===== config.mk =====
export PLATFORM = sky130hd
export DESIGN_NAME = param_updown_counter
export DESIGN_NICKNAME = d
export VERILOG_FILES = /design/src/rtl/param_updown_counter.sv
export SDC_FILE = /design/constraint.sdc
export NUM_CORES = 1
export LEC_CHECK = 0
export BUFFER_PORTS_ARGS = -buffer_cell sky130_fd_sc_hd__buf_2
export CAP_MARGIN = 20
export CORE_MARGIN = 3
export CORE_UTILIZATION = 30
export CTS_BUF_LIST = sky130_fd_sc_hd__clkbuf_4 sky130_fd_sc_hd__clkbuf_8
export DETAILED_ROUTE_END_ITERATION = 8
export PLACE_DENSITY = 0.53
export RECOVER_POWER = 100
export SLEW_MARGIN = 10
export SYNTH_ARGS = -nofsm -noshare
export SYNTH_HDL_FRONTEND = slang
export SYNTH_SLANG_ARGS = --single-unit

===== constraint.sdc =====
create_clock -name clk -period 3.26 [get_ports clk]
set_input_delay 0.163 -clock clk [delete_from_list [all_inputs] [get_ports clk]]
set_output_delay 0.163 -clock clk [all_outputs]
set_load 0.02 [all_outputs]

===== src/rtl/param_updown_counter.sv =====
// param_updown_counter: up/down counter with run-time ceiling, wrap/saturate modes, tc pulse and sticky ovf
module param_updown_counter #(
  parameter int unsigned            WIDTH     = 4,
  parameter logic [WIDTH-1:0]       RESET_VAL = '0
) (
  input  logic             clk,
  input  logic             rst,
  input  logic             en,
  input  logic             up,
  input  logic             sat,
  input  logic             load,
  input  logic [WIDTH-1:0] load_val,
  input  logic [WIDTH-1:0] max_val,
  input  logic             clr_ovf,
  output logic [WIDTH-1:0] count,
  output logic             tc,
  output logic             ovf
);
  localparam logic [WIDTH-1:0] ONE = WIDTH'(1);
  logic [WIDTH-1:0] count_q, count_d;
  logic             tc_q, tc_d, ovf_q, ovf_d;
  logic             at_top, at_bot, above, hit;
  assign at_top = count_q >= max_val;
  assign at_bot = count_q == '0;
  assign above  = count_q > max_val;
  always_comb begin
    count_d = count_q;
    hit     = 1'b0;
    if (load) count_d = load_val > max_val ? max_val : load_val;
    else if (en && up) begin
      hit     = at_top;
      count_d = at_top ? (sat ? max_val : '0) : count_q + ONE;
    end else if (en) begin
      hit     = at_bot;
      // a ceiling lowered below the count snaps back without flagging overflow
      count_d = at_bot ? (sat ? '0 : max_val) : above ? max_val : count_q - ONE;
    end
    tc_d  = hit;
    ovf_d = hit | (ovf_q & ~clr_ovf);
  end
  always_ff @(posedge clk) begin
    if (rst) begin
      count_q <= RESET_VAL;
      tc_q    <= 1'b0;
      ovf_q   <= 1'b0;
    end else begin
      count_q <= count_d;
      tc_q    <= tc_d;
      ovf_q   <= ovf_d;
    end
  end
  assign count = count_q;
  assign tc    = tc_q;
  assign ovf   = ovf_q;
endmodule


---- Word-level counts from Yosys, hierarchy flattened ----
Cells that the tools add are included.
operators by class
  add/subtract/negate cells ............... 2
  $lt $le $gt $ge ......................... 3
  muxes and demuxes ....................... 12
  bitwise gates (word level) .............. 3
  reductions and logical operators ........ 3
operators by type and width
  operator                                                             count
  4-bit 2-to-1 mux                                                     9
  4-bit > comparator                                                   2
  4-bit by 1-bit adder with 4-bit output (second input constant)       1
  4-bit greater-or-equal comparator                                    1
  4-bit logical NOT                                                    1
  4-bit by 1-bit subtractor with 4-bit output (second input constant)  1
  1-bit 2-to-1 mux                                                     3
  3-bit nonzero test                                                   1
  1-bit bitwise AND                                                    1
  1-bit logical AND                                                    1
  1-bit inverter                                                       1
  1-bit OR                                                             1
word-level totals
  bits in registers ....................... 6
  input bits .............................. 15
  word-level logic and storage cells ...... 26

---- Depth between registers and ports, before layout ----
  word-level depth ........................ 6
  depth in mapped cells ................... 9
  gate-level depth less buffers ........... 8

---- Least setup slack after synthesis ----
OpenSTA, ideal clock, no wires.
  path type ............................... register to register
  start ................................... reg count_q[0], in the netlist count[0]
  end ..................................... reg count_q[0], in the netlist count[0]
  arrival time ............................ 1890 ps
  required time ........................... 3116 ps
  slack ................................... 1225 ps
  cell stages (with the launch flop) ...... 9
  path through ............................ dfxtp_1 inv_1 ha_1 nor2b_4 o211ai_2 a21boi_2 mux2_1 a221oi_1 a311oi_1
on the way
  longest elaborated chain between the ends .. 6
RTL lines
  element                                                                            line    text
  start, declared                                                                    20      logic [WIDTH-1:0] count_q, count_d;
  start signal, assigned                                                             47      count_q <= count_d;
  4-bit by 1-bit subtractor with 4-bit output or 4-bit > comparator (tied branches)  36, 25
  4-bit 2-to-1 mux (2 in series)                                                     36      count_d = at_bot ? (sat ? '0 : max_val) : above ? max_val : count_q - ONE;
  4-bit 2-to-1 mux                                                                   33      end else if (en) begin
  4-bit 2-to-1 mux *                                                                 30      else if (en && up) begin
  4-bit 2-to-1 mux *                                                                 29      if (load) count_d = load_val > max_val ? max_val : load_val;
Mark *: on every way between the ends. The rest lies on a longest branch, timed or not. The select of a mux whose other input is x is not followed.
A chain may end at the register's enable or synchronous reset.

---- Worst setup path in the final report ----
  start ................................... reg count_q[3], in the netlist count[3]
  end ..................................... reg count_q[2], in the netlist count[2]
on the way
  longest elaborated chain between the ends .. 6
RTL lines
  element                         line  text
  4-bit > comparator              25    assign above = count_q > max_val;
  4-bit 2-to-1 mux (2 in series)  36
  4-bit 2-to-1 mux                33
  4-bit 2-to-1 mux *              30
  4-bit 2-to-1 mux *              29
Marked as above.

==> reports/metrics.csv <==
stage;metric;value;unit
clock_tree;clk sinks;6;
finish;cell area after layout;951;sq um
floorplanning;FP Rows;18;
logic_synthesis;syn avg cell area;8.17;sq um
floorplanning;die area;0.00345;sq mm
timing;Final Hold Vio Count;0;
finish;ant diodes;0;
setup_path;critical setup path kind;reg2reg;
floorplanning;I/O pin count;21;
logic_synthesis;syn nets;128;
hold_path;Hold Crit Class;in2reg;
logic_synthesis;sequential fraction of the synthesis area;14.4;%
finish;FF+latch area;120;sq um
logic_synthesis;async set-reset flop share out of synthesis;0;%
clock_tree;post-CTS setup buffer count;0;
clock_tree;CTS tree;yes;
routing;Final ANT Viol Nets;0;
outcome;outcome;finished, final reports clean;
floorplanning;chip height;58.7;um
setup_path;R2R depth;6;
clock_tree;CTS Buffer Depth;2;
timing;final hold slack;190;ps
logic_synthesis;#FFs+latches synth;6;
finish;nets;150;
clock_tree;Root Buffer Master;clkbuf_4;
setup_path;endpoint type of the worst setup path;flip-flop;
placed_design;DP Area;951;sq um
setup_path;crit-path max FO;8;
grt;vias in the first global route;770;
placed_design;Cells after DPL;149;
timing;fin crit share;68.1;%
finish;Area growth syn-to-layout;14.1;%
timing;Slew Limit Fails;0;
grt;initial antenna violation count;0;
setup_path;worst reg-to-reg setup slack;1040;ps
floorplanning;Initial Util;32.5;%
logic_synthesis;Syn Inst Count;102;
hold_path;worst-case hold path end point;tc$_SDFF_PP0_;
logic_synthesis;synth top area cells;ha_1 17%, dfxtp_1 14%, mux2i_1 7.2%;
logic_synthesis;EDFF count, synth;0;
finish;share of post-route cells with drive strength above 1;20.5;%
timing;RSZ-0062 raised after global routing;false;
timing;Rel. slew slack;76.6;%
routing;Pre-antenna DRT Iters;4;
clock_tree;hold_buf cts;0;
floorplanning;CORE AREA;0.00257;sq mm
timing;TNS Setup;0;ps
pwr;peak supply drop;0.212;mV
routing;DRC errors left;0;
finish;Multi-input gate area;644;sq um
clock_tree;post_cts resized;0;
placed_design;RePlAce Congestion;0.873;
routing;Initial DRC Count;36;
setup_path;Critical Path Source Type;flip-flop;
timing;maximum clock rate;451;MHz
clock_tree;clk_lat worst skew;250;ps
routing;total routed wirelength;2130;um
hold_path;Hold Path Depth;2;
timing;Worst Tran Pin Value;351;ps
timing;Setup Viol. Count Final;0;
grt;largest net degree at the start of global routing;13;
setup_path;crit path DAT;2410;ps
setup_path;RR Startpoint;count[3]$_SDFFE_PP0P_;
timing;Fin Clk Skew;4.58;ps
logic_synthesis;Synth area leader;ha_1;
logic_synthesis;synth warn;0;
placed_design;port bufs;20;
setup_path;Critical Path RT;3450;ps
logic_synthesis;Post-Syn Area;833;sq um
routing;DR WL/cell;14.0;um
routing;Via Count;828;
setup_path;reg-to-reg endpoint;count[2]$_SDFFE_PP0P_;
floorplanning;Die Width;58.7;um
timing;Tmin final;2220;ps
routing;Via density;5.45;
grt;gr ovfl total;0;
pwr;pwr dens;389;mW/mm^2
clock_tree;CTS clk-pin slew, worst paths;50;ps
pwr;Pleak;0.438;nW
placed_design;dpl hpwl;1800;um
pwr;total power;370;uW
grt;first-pass GRT wire length;3590;um
logic_synthesis;number of library cell types mapped by synthesis;42;
hold_path;Worst Hold Launch;rst;
grt;global-route usage over all layers;13.7;%
clock_tree;total CTS buffers;3;
logic_synthesis;post-synth top area share;16.5;%
clock_tree;H-tree depth;1;
finish;Fill cells;288;
finish;Cell Count, Final, Fillers Out;152;
logic_synthesis;Top FF cell, synth;dfxtp_1;
run;number of max-cap violations;0;
-- routing by layer --
layer  global-route usage, %  part of all wire [%]
met5                       0                     0
met4                    2.91                  0.47
met3                    4.39                   8.9
met2                    21.1                    45
met1                    18.9                    46
-- cell type report --
| type | count | area share, % |
|---|---|---|
| well taps | 30 | 3.95 |
| repair buffers | 20 | 9.74 |
| flip-flops and latches | 6 | 12.6 |
| inverters | 9 | 3.55 |
| clock buffers | 3 | 2.37 |
| multi-input cells | 84 | 67.8 |
-- cells in the mapped netlist, drive strengths merged (2+ instances only) --
cell type,number
dfxtp,6
nand2,11
or3,3
and3,2
a211oi,2
mux2,3
ha,11
buf,2
nor2,7
mux2i,6
a21oi,5
nor3,5
inv,9
nand3,3
nand4,2
a221o,2
o21ai,6
-- sequential cells by signal, indices dropped and copies added, names as in the netlist --
name / cells
tc: 1
ovf: 1
count: 4
-- power breakdown --
part	total, mW	switching (mW)	internal (mW)
clock network	0.0733	0.0313	0.0420
logic	0.198	0.112	0.0861
registers	0.0989	0.0165	0.0824
total	0.370	0.160	0.210
-- worst max-delay path, cell delays in order, from the launching register on --
cell and delay [ps]:
dfxtp_1 500, ha_1 330, a21oi_1 290, and3_1 370
mux2_1 360, o22ai_1 160, a221o_1 150
-- worst max path at each step --
stage                           from               endpoint  depth (start not counted)
3_5_place_dp   count[3]$_SDFFE_PP0P_  count[2]$_SDFFE_PP0P_                          6
6_report       count[3]$_SDFFE_PP0P_  count[2]$_SDFFE_PP0P_                          6
2_1_floorplan  count[0]$_SDFFE_PP0P_  count[0]$_SDFFE_PP0P_                          8
3_3_place_gp   count[3]$_SDFFE_PP0P_  count[2]$_SDFFE_PP0P_                          6
4_1_cts        count[3]$_SDFFE_PP0P_  count[2]$_SDFFE_PP0P_                          6
5_1_grt        count[3]$_SDFFE_PP0P_  count[2]$_SDFFE_PP0P_                          6
-- placed cells by master, fill, tap and decap left out, drive strengths merged, types with 2 or more instances in the layout --
master	netlist	final
a211oi	2	2
a21oi	5	5
a221o	2	2
and3	2	2
buf	2	14
clkbuf	1	9
dfxtp	6	6
ha	11	11
inv	9	9
mux2	3	3
mux2i	6	6
nand2	11	11
nand3	3	3
nand4	2	2
nor2	7	7
nor3	5	5
o21ai	6	6
or3	3	3
-- cells by family (layout without fill, tap and decap cells) --
logic type      Yosys count  in the layout  share of synthesized area (%)
compound gates           26             26                           25.7
simple gates             36             36                           23.1
buf+inv                  12             32                           6.46
fa+ha+maj                11             11                           16.5
flops                     6              6                           14.4
xor+xnor                  2              2                           2.10
mux                       9              9                           11.7
-- metrics by stage --
step,setup slack (ps),util (%)
2_1_floorplan,1230,-
3_3_place_gp,1100,37.0
3_5_place_dp,1100,37.0
4_1_cts,1080,37.9
5_1_grt,902,37.0
6_report,1040,37.0
Note: power is estimated with default switching activity, not from simulation.
